===== config.mk =====
export PLATFORM = sky130hd
export DESIGN_NAME = add_arbiter_flat
export DESIGN_NICKNAME = d
export VERILOG_FILES = /design/src/rtl/add_arbiter_if.sv /design/src/rtl/add_arbiter.sv /design/src/flat_wrapper.sv
export SDC_FILE = /design/constraint.sdc
export NUM_CORES = 1
export LEC_CHECK = 0
export ABC_AREA = 0
export CORE_MARGIN = 8
export CORE_UTILIZATION = 38
export CTS_CLUSTER_SIZE = 10
export DETAILED_ROUTE_END_ITERATION = 8
export PLACE_DENSITY = 0.82
export SYNTH_ARGS = -nofsm -noshare
export SYNTH_HDL_FRONTEND = slang
export SYNTH_SLANG_ARGS = --single-unit
export TNS_END_PERCENT = 5

===== constraint.sdc =====
create_clock -name clk -period 2.14 [get_ports clk]
set_clock_uncertainty 0.05 [all_clocks]
set_input_delay 0.535 -clock clk [delete_from_list [all_inputs] [get_ports clk]]
set_output_delay 0.535 -clock clk [all_outputs]
set_load 0.1 [all_outputs]

===== src/rtl/add_arbiter_if.sv =====
// add_arbiter bus: requesters, response channel and shared adder port.
// slave = arbiter side, master = environment side.
interface add_arbiter_if #(
  parameter int N_REQ = 4,
  parameter int W     = 4
) ();
  localparam int IW = $clog2(N_REQ);

  logic [N_REQ-1:0]   req_valid;
  logic [N_REQ*W-1:0] req_a;
  logic [N_REQ*W-1:0] req_b;
  logic [N_REQ-1:0]   req_ready;
  logic               rsp_valid;
  logic [IW-1:0]      rsp_id;
  logic [W+2:0]       rsp_sum;
  logic               rsp_ready;
  logic [W-1:0]       add_a;
  logic [W-1:0]       add_b;
  logic               add_valid;
  logic               add_rst;
  logic [W+2:0]       add_c;
  logic               busy;

  modport slave (
    input  req_valid, req_a, req_b,
    input  rsp_ready, add_c,
    output req_ready, rsp_valid,
    output rsp_id, rsp_sum,
    output add_a, add_b,
    output add_valid, add_rst, busy
  );

  modport master (
    output req_valid, req_a, req_b,
    output rsp_ready, add_c,
    input  req_ready, rsp_valid,
    input  rsp_id, rsp_sum,
    input  add_a, add_b,
    input  add_valid, add_rst, busy
  );
endinterface


===== src/rtl/add_arbiter.sv =====
// Round-robin arbiter sharing one registered adder among N_REQ requesters.
// One operation in flight: accept, EXEC, LOAD, CAPT, RESP.
module add_arbiter #(
  parameter int N_REQ = 4,
  parameter int W     = 4
) (
  input logic        clk,
  input logic        reset,
  add_arbiter_if.slave arb
);
  localparam int IW = $clog2(N_REQ);
  localparam logic [IW:0] LP_N =
    (IW+1)'(N_REQ);
  localparam logic [IW-1:0] LP_LAST =
    IW'(N_REQ-1);

  typedef enum logic [2:0] {
    IDLE, EXEC, LOAD, CAPT, RESP
  } state_t;

  state_t           r_state;
  logic [IW-1:0]    r_ptr;
  logic [IW-1:0]    r_id;
  logic [W-1:0]     r_a;
  logic [W-1:0]     r_b;
  logic [W+2:0]     r_sum;
  logic             r_rsp_valid;
  logic             r_add_valid;
  logic             r_add_rst;
  logic             r_busy;

  logic [IW-1:0]    w_win;
  logic [IW:0]      w_idx;
  logic             w_found;
  logic             w_go;
  logic [N_REQ-1:0] w_grant;
  logic [W-1:0]     w_a;
  logic [W-1:0]     w_b;

  // first requester at or after r_ptr, wrapping
  always_comb begin
    w_found = 1'b0;
    w_win   = '0;
    w_idx   = '0;
    for (int k = 0; k < N_REQ; k++) begin
      w_idx = {1'b0, r_ptr} + k[IW:0];
      if (w_idx >= LP_N)
        w_idx = w_idx - LP_N;
      if (!w_found &&
          arb.req_valid[w_idx[IW-1:0]]) begin
        w_found = 1'b1;
        w_win   = w_idx[IW-1:0];
      end
    end
  end

  // accept only in IDLE, never while the adder is in reset
  assign w_go = (r_state == IDLE) &&
                !r_add_rst && w_found;
  assign w_grant = w_go ?
    (N_REQ'(1) << w_win) : '0;
  assign w_a = arb.req_a[w_win*W +: W];
  assign w_b = arb.req_b[w_win*W +: W];

  // operation sequencer with registered outputs
  always_ff @(posedge clk or negedge reset) begin
    if (!reset) begin
      r_state     <= IDLE;
      r_ptr       <= '0;
      r_id        <= '0;
      r_a         <= '0;
      r_b         <= '0;
      r_sum       <= '0;
      r_rsp_valid <= 1'b0;
      r_add_valid <= 1'b0;
      r_add_rst   <= 1'b1;
      r_busy      <= 1'b0;
    end else begin
      r_add_rst <= 1'b0;
      unique case (r_state)
        IDLE: begin
          if (w_go) begin
            r_a         <= w_a;
            r_b         <= w_b;
            r_id        <= w_win;
            r_add_valid <= 1'b1;
            r_busy      <= 1'b1;
            r_state     <= EXEC;
          end
        end
        EXEC: begin
          r_add_valid <= 1'b0;
          r_state     <= LOAD;
        end
        LOAD: begin
          r_state <= CAPT;
        end
        CAPT: begin
          r_sum       <= {2'b00, arb.add_c[W:0]};
          r_rsp_valid <= 1'b1;
          r_state     <= RESP;
        end
        RESP: begin
          if (arb.rsp_ready) begin
            r_rsp_valid <= 1'b0;
            r_busy      <= 1'b0;
            r_state     <= IDLE;
            r_ptr       <= (r_id == LP_LAST) ?
                           '0 : r_id + 1'b1;
          end
        end
        default: r_state <= IDLE;
      endcase
    end
  end

  assign arb.req_ready = w_grant;
  assign arb.rsp_valid = r_rsp_valid;
  assign arb.rsp_id    = r_id;
  assign arb.rsp_sum   = r_sum;
  assign arb.add_a     = r_a;
  assign arb.add_b     = r_b;
  assign arb.add_valid = r_add_valid;
  assign arb.add_rst   = r_add_rst;
  assign arb.busy      = r_busy;
endmodule


===== src/flat_wrapper.sv =====
// flat-port wrapper written by rule: the top's interface ports become plain ports
module add_arbiter_flat 
#(
  parameter int N_REQ = 4,
  parameter int W     = 4
)
  (clk, reset, arb_req_valid, arb_req_a, arb_req_b, arb_rsp_ready, arb_add_c, arb_req_ready, arb_rsp_valid, arb_rsp_id, arb_rsp_sum, arb_add_a, arb_add_b, arb_add_valid, arb_add_rst, arb_busy);
  add_arbiter_if #(.N_REQ(N_REQ), .W(W)) arb_i ();
  input logic clk;
  input logic reset;
  input wire logic [$bits(arb_i.req_valid)-1:0] arb_req_valid;
  input wire logic [$bits(arb_i.req_a)-1:0] arb_req_a;
  input wire logic [$bits(arb_i.req_b)-1:0] arb_req_b;
  input wire logic [$bits(arb_i.rsp_ready)-1:0] arb_rsp_ready;
  input wire logic [$bits(arb_i.add_c)-1:0] arb_add_c;
  output wire logic [$bits(arb_i.req_ready)-1:0] arb_req_ready;
  output wire logic [$bits(arb_i.rsp_valid)-1:0] arb_rsp_valid;
  output wire logic [$bits(arb_i.rsp_id)-1:0] arb_rsp_id;
  output wire logic [$bits(arb_i.rsp_sum)-1:0] arb_rsp_sum;
  output wire logic [$bits(arb_i.add_a)-1:0] arb_add_a;
  output wire logic [$bits(arb_i.add_b)-1:0] arb_add_b;
  output wire logic [$bits(arb_i.add_valid)-1:0] arb_add_valid;
  output wire logic [$bits(arb_i.add_rst)-1:0] arb_add_rst;
  output wire logic [$bits(arb_i.busy)-1:0] arb_busy;
  assign arb_i.req_valid = arb_req_valid;
  assign arb_i.req_a = arb_req_a;
  assign arb_i.req_b = arb_req_b;
  assign arb_i.rsp_ready = arb_rsp_ready;
  assign arb_i.add_c = arb_add_c;
  assign arb_req_ready = arb_i.req_ready;
  assign arb_rsp_valid = arb_i.rsp_valid;
  assign arb_rsp_id = arb_i.rsp_id;
  assign arb_rsp_sum = arb_i.rsp_sum;
  assign arb_add_a = arb_i.add_a;
  assign arb_add_b = arb_i.add_b;
  assign arb_add_valid = arb_i.add_valid;
  assign arb_add_rst = arb_i.add_rst;
  assign arb_busy = arb_i.busy;
  add_arbiter #(.N_REQ(N_REQ), .W(W)) u_core (.clk(clk), .reset(reset), .arb(arb_i));
endmodule

==> results.py <==
metrics = {
    "status": {
        "status": "finished, violations left",
        "violations": "setup timing",
    },
    "die": {
        "initial_core_util": 0.3886,
        "dieHeight_um": 73.73,
        "floorplan.die_area_um2": 5435,
        "io-pin-count": 71,
        "row_count": 21,
        "core_um2": 3258,
        "die_w_um": 73.73,
    },
    "worst_setup_path": {
        "startpoint": "arb_req_valid[1]",
        "r2r-start": "u_core.r_ptr[0]",
        "r2r_cells": 8,
        "crit_top_cell": "nand2b_4",
        "cp.required_ps": 1550,
        "crit_end": "arb_req_ready[1]",
        "rrSetupSlack_ps": 190,
        "end_kind": "output port",
        "slowest_delay_ps": 310,
        "worstPathMaxFanout": 3,
        "worstReg2RegEnd": "u_core.arb.add_b[3]",
        "cp_top_family": "simple AND/OR/NAND/NOR gates",
        "cp-start-kind": "primary input",
        "critPathKind": "in2out",
        "path_cells": "clkdlybuf4s15_1 > nand2b_4 > a21oi_1 > a211o_1 > nand2b_4 > nor2b_4 > buf_12",
        "critPathBufInv": 2,
        "crit_slowest_cell": "a211o_1",
        "cp.arrival_ps": 1770,
        "critical_path_depth": 7,
    },
    "clock_network": {
        "insertion_delay_ps": 300,
        "clock-sinks": 24,
        "clkTransAtPathRegs_ps": 130,
        "cts-htree-levels": 1,
        "cts_tree": "built",
        "cts_made_buffers": 3,
        "ctsHoldBuffers": 0,
        "cts_buffer_depth": 2,
        "cts_root_buf": "clkbuf_4",
    },
    "global_routing": {
        "grt_pass1_wl_um": 6306,
        "grt_pass1_vias": 1341,
        "grt_max_degree": 25,
        "grt_use_total": 0.1484,
        "grt_antenna_before_repair": 0,
        "overflow": 0,
    },
    "placement": {
        "portBuffers": 66,
        "dp_hpwl_um": 3290,
        "dp_cells": 237,
        "place.gp.congestion": 0.7893,
    },
    "sta": {
        "rsz0062_at_grt": "yes",
        "report.final.setup_viol": 4,
        "finalCritPeriodShare": 1.101,
        "finalHoldViolations": 0,
        "fmax_mhz": 424.4,
        "fin_crit_ps": 2356,
        "fin_ws_ps": -216.4,
        "drv_slew": 0,
    },
    "drt": {
        "via_per_inst": 4.947,
        "drcViolationCount": 0,
        "initialDrtViolationCount": 71,
        "ant_nets": 0,
        "drt_wl_total_um": 4007,
        "routed-via-count": 1217,
        "firstDrtPassIters": 4,
        "avgRoutedWirePerCell_um": 16.29,
    },
    "cells_and_area": {
        "drive_gt1_frac": 0.3400,
        "syn2layout_area_growth_pct": 72.83,
        "most-common-layout-cells": "clkdlybuf4s50_1 (39), buf_4 (39), dfrtp_1 (23)",
        "n_antenna_cell": 0,
        "layout.cells.non_filler": 246,
        "fin_nets": 248,
        "nFillCells": 273,
    },
    "hold_path": {
        "hp-class": "reg2reg",
    },
    "power_and_ir_drop": {
        "internal_power_mw": 1.574,
        "p_per_area_nw_per_um2": 1690,
        "power_frac_seq": 0.223,
        "power_mw": 3.697,
        "pwr-share-clk": 0.054,
        "leakagePower_nw": 1.035,
        "p_sw_mw": 2.123,
        "sw_frac_of_total": 0.5743,
        "vdd_drop_max_v": 0.0009525,
        "combPwrFrac": 0.723,
    },
    "logic_synthesis": {
        "ys_types": 33,
        "yosysWarnings": 0,
        "synth-seq-cells": 24,
        "synth_cells": 114,
        "synthesis.area_um2": 1266,
        "syn_avg_cell_area_um2": 11.11,
        "ys_seq_area_frac": 0.4753,
    },
    "job": {
        "maxCapViolCount": 0,
    },
}
## power groups by stage
stage | Clock [mW] | Sequential (mW) | Combinational (mW)
global route | 0.229 | 0.850 | 2.80
detailed placement | 0 | 0.829 | 2.62
global placement | 0 | 0.809 | 2.57
CTS | 0.208 | 0.821 | 2.67
floorplan | 0 | 1.96 | 0.765
finish | 0.200 | 0.826 | 2.67
## how the worst min path moves through the flow
stage / from / endpoint / depth (start not counted)
3_3_place_gp: u_core.arb.rsp_valid / u_core.arb.rsp_valid / 2
4_1_cts: u_core.arb.rsp_valid / u_core.arb.rsp_valid / 2
6_report: u_core.arb.add_b[1] / u_core.arb.add_b[1] / 2
5_1_grt: u_core.arb.add_a[1] / u_core.arb.add_a[1] / 2
3_5_place_dp: u_core.arb.rsp_valid / u_core.arb.rsp_valid / 2
2_1_floorplan: reset / u_core.arb.add_a[0] / 0
## registers in the layout (all words and copies together), names as in the netlist
| signal | count |
|---|---|
| u_core.arb.add_a | 4 |
| u_core.arb.rsp_valid | 1 |
| u_core.arb.rsp_id | 2 |
| u_core.arb.rsp_sum | 5 |
| u_core.arb.add_rst | 1 |
| u_core.r_state | 3 |
| u_core.arb.add_b | 4 |
| u_core.r_ptr | 2 |
| u_core.arb.add_valid | 1 |
| u_core.arb.busy | 1 |
## synth_stat cells
cell,count,share of area
a211o_1,1,0.0069
a21boi_4,1,0.015
a21o_1,1,0.0059
a21oi_1,3,0.012
a22o_1,1,0.0069
and3_1,1,0.0049
buf_2,3,0.012
buf_4,2,0.012
buf_6,1,0.0089
clkbuf_1,2,0.0059
conb_1,1,0.0030
dfrtp_1,23,0.45
dfstp_2,1,0.021
ha_1,1,0.0099
inv_1,3,0.0089
mux2_2,6,0.053
mux2i_1,16,0.13
nand2_1,16,0.047
nand2b_1,2,0.0099
nand2b_4,1,0.011
nand3_1,1,0.0039
nand3b_1,1,0.0059
nor2_1,7,0.021
nor2b_1,1,0.0049
nor4_4,1,0.017
o21a_1,2,0.012
o21ai_0,2,0.0079
o221ai_1,8,0.055
o22ai_2,1,0.0099
o31ai_1,1,0.0059
o32a_1,1,0.0079
o41ai_1,1,0.0069
xnor2_1,1,0.0069
## tightest hold or removal path, delay by kind of cell, from the launching register on
family	cells	cell delay, ps
and+or+nand+nor	1	50
AOI/OAI and AO/OA	1	60
DFF	1	370
## through the flow
step	instance area (um2)	setup slack, ps	setup TNS, ps	utilization	hold slack [ps]
2_1_floorplan	1297	-217.0	-676.0	-	189.4
3_3_place_gp	2120	-448.7	-3265	0.6505	419.9
3_5_place_dp	2120	-492.3	-4244	0.6505	433.7
4_1_cts	2177	-220.6	-807.1	0.6682	464.2
5_1_grt	2188	-298.7	-1085	0.6717	492.9
6_report	2188	-216.4	-804.9	0.6717	464.2
## cell families after synthesis
family          after synthesis  synth area share
compound gates               23            0.1522
fa+ha+maj                     1          0.009880
xor+xnor                      1          0.006918
buf+inv                      11           0.04742
simple gates                 31            0.1255
flops                        24            0.4753
mux                          22            0.1798
other cells                   1          0.002962
## metal layers
| layer | share of wire | wire length (um) | track usage |
|---|---|---|---|
| met4 | 0.014 | 55 | 0.05322 |
| met1 | 0.39 | 1559 | 0.1677 |
| met5 | 0 | 0 | 0 |
| met2 | 0.54 | 2179 | 0.2638 |
| met3 | 0.053 | 212 | 0.03274 |
## area by class of cell
| type | count | area (um2) | share of cell area |
|---|---|---|---|
| well taps | 46 | 57.56 | 0.02630 |
| multi-input cells | 81 | 653.1 | 0.2985 |
| flip-flops and latches | 24 | 601.8 | 0.2750 |
| clock buffers | 4 | 26.28 | 0.01201 |
| inverters | 3 | 11.26 | 0.005146 |
| repair buffers | 88 | 838.3 | 0.3831 |
## what timing repair did
item / CTS / global route
setup buffers: 4 / 1
endpoints found under the setup margin: 5 / 4
resized for setup: 11 / 2
pin swaps: 4 / 2
Power figures use the tool's default switching activity.
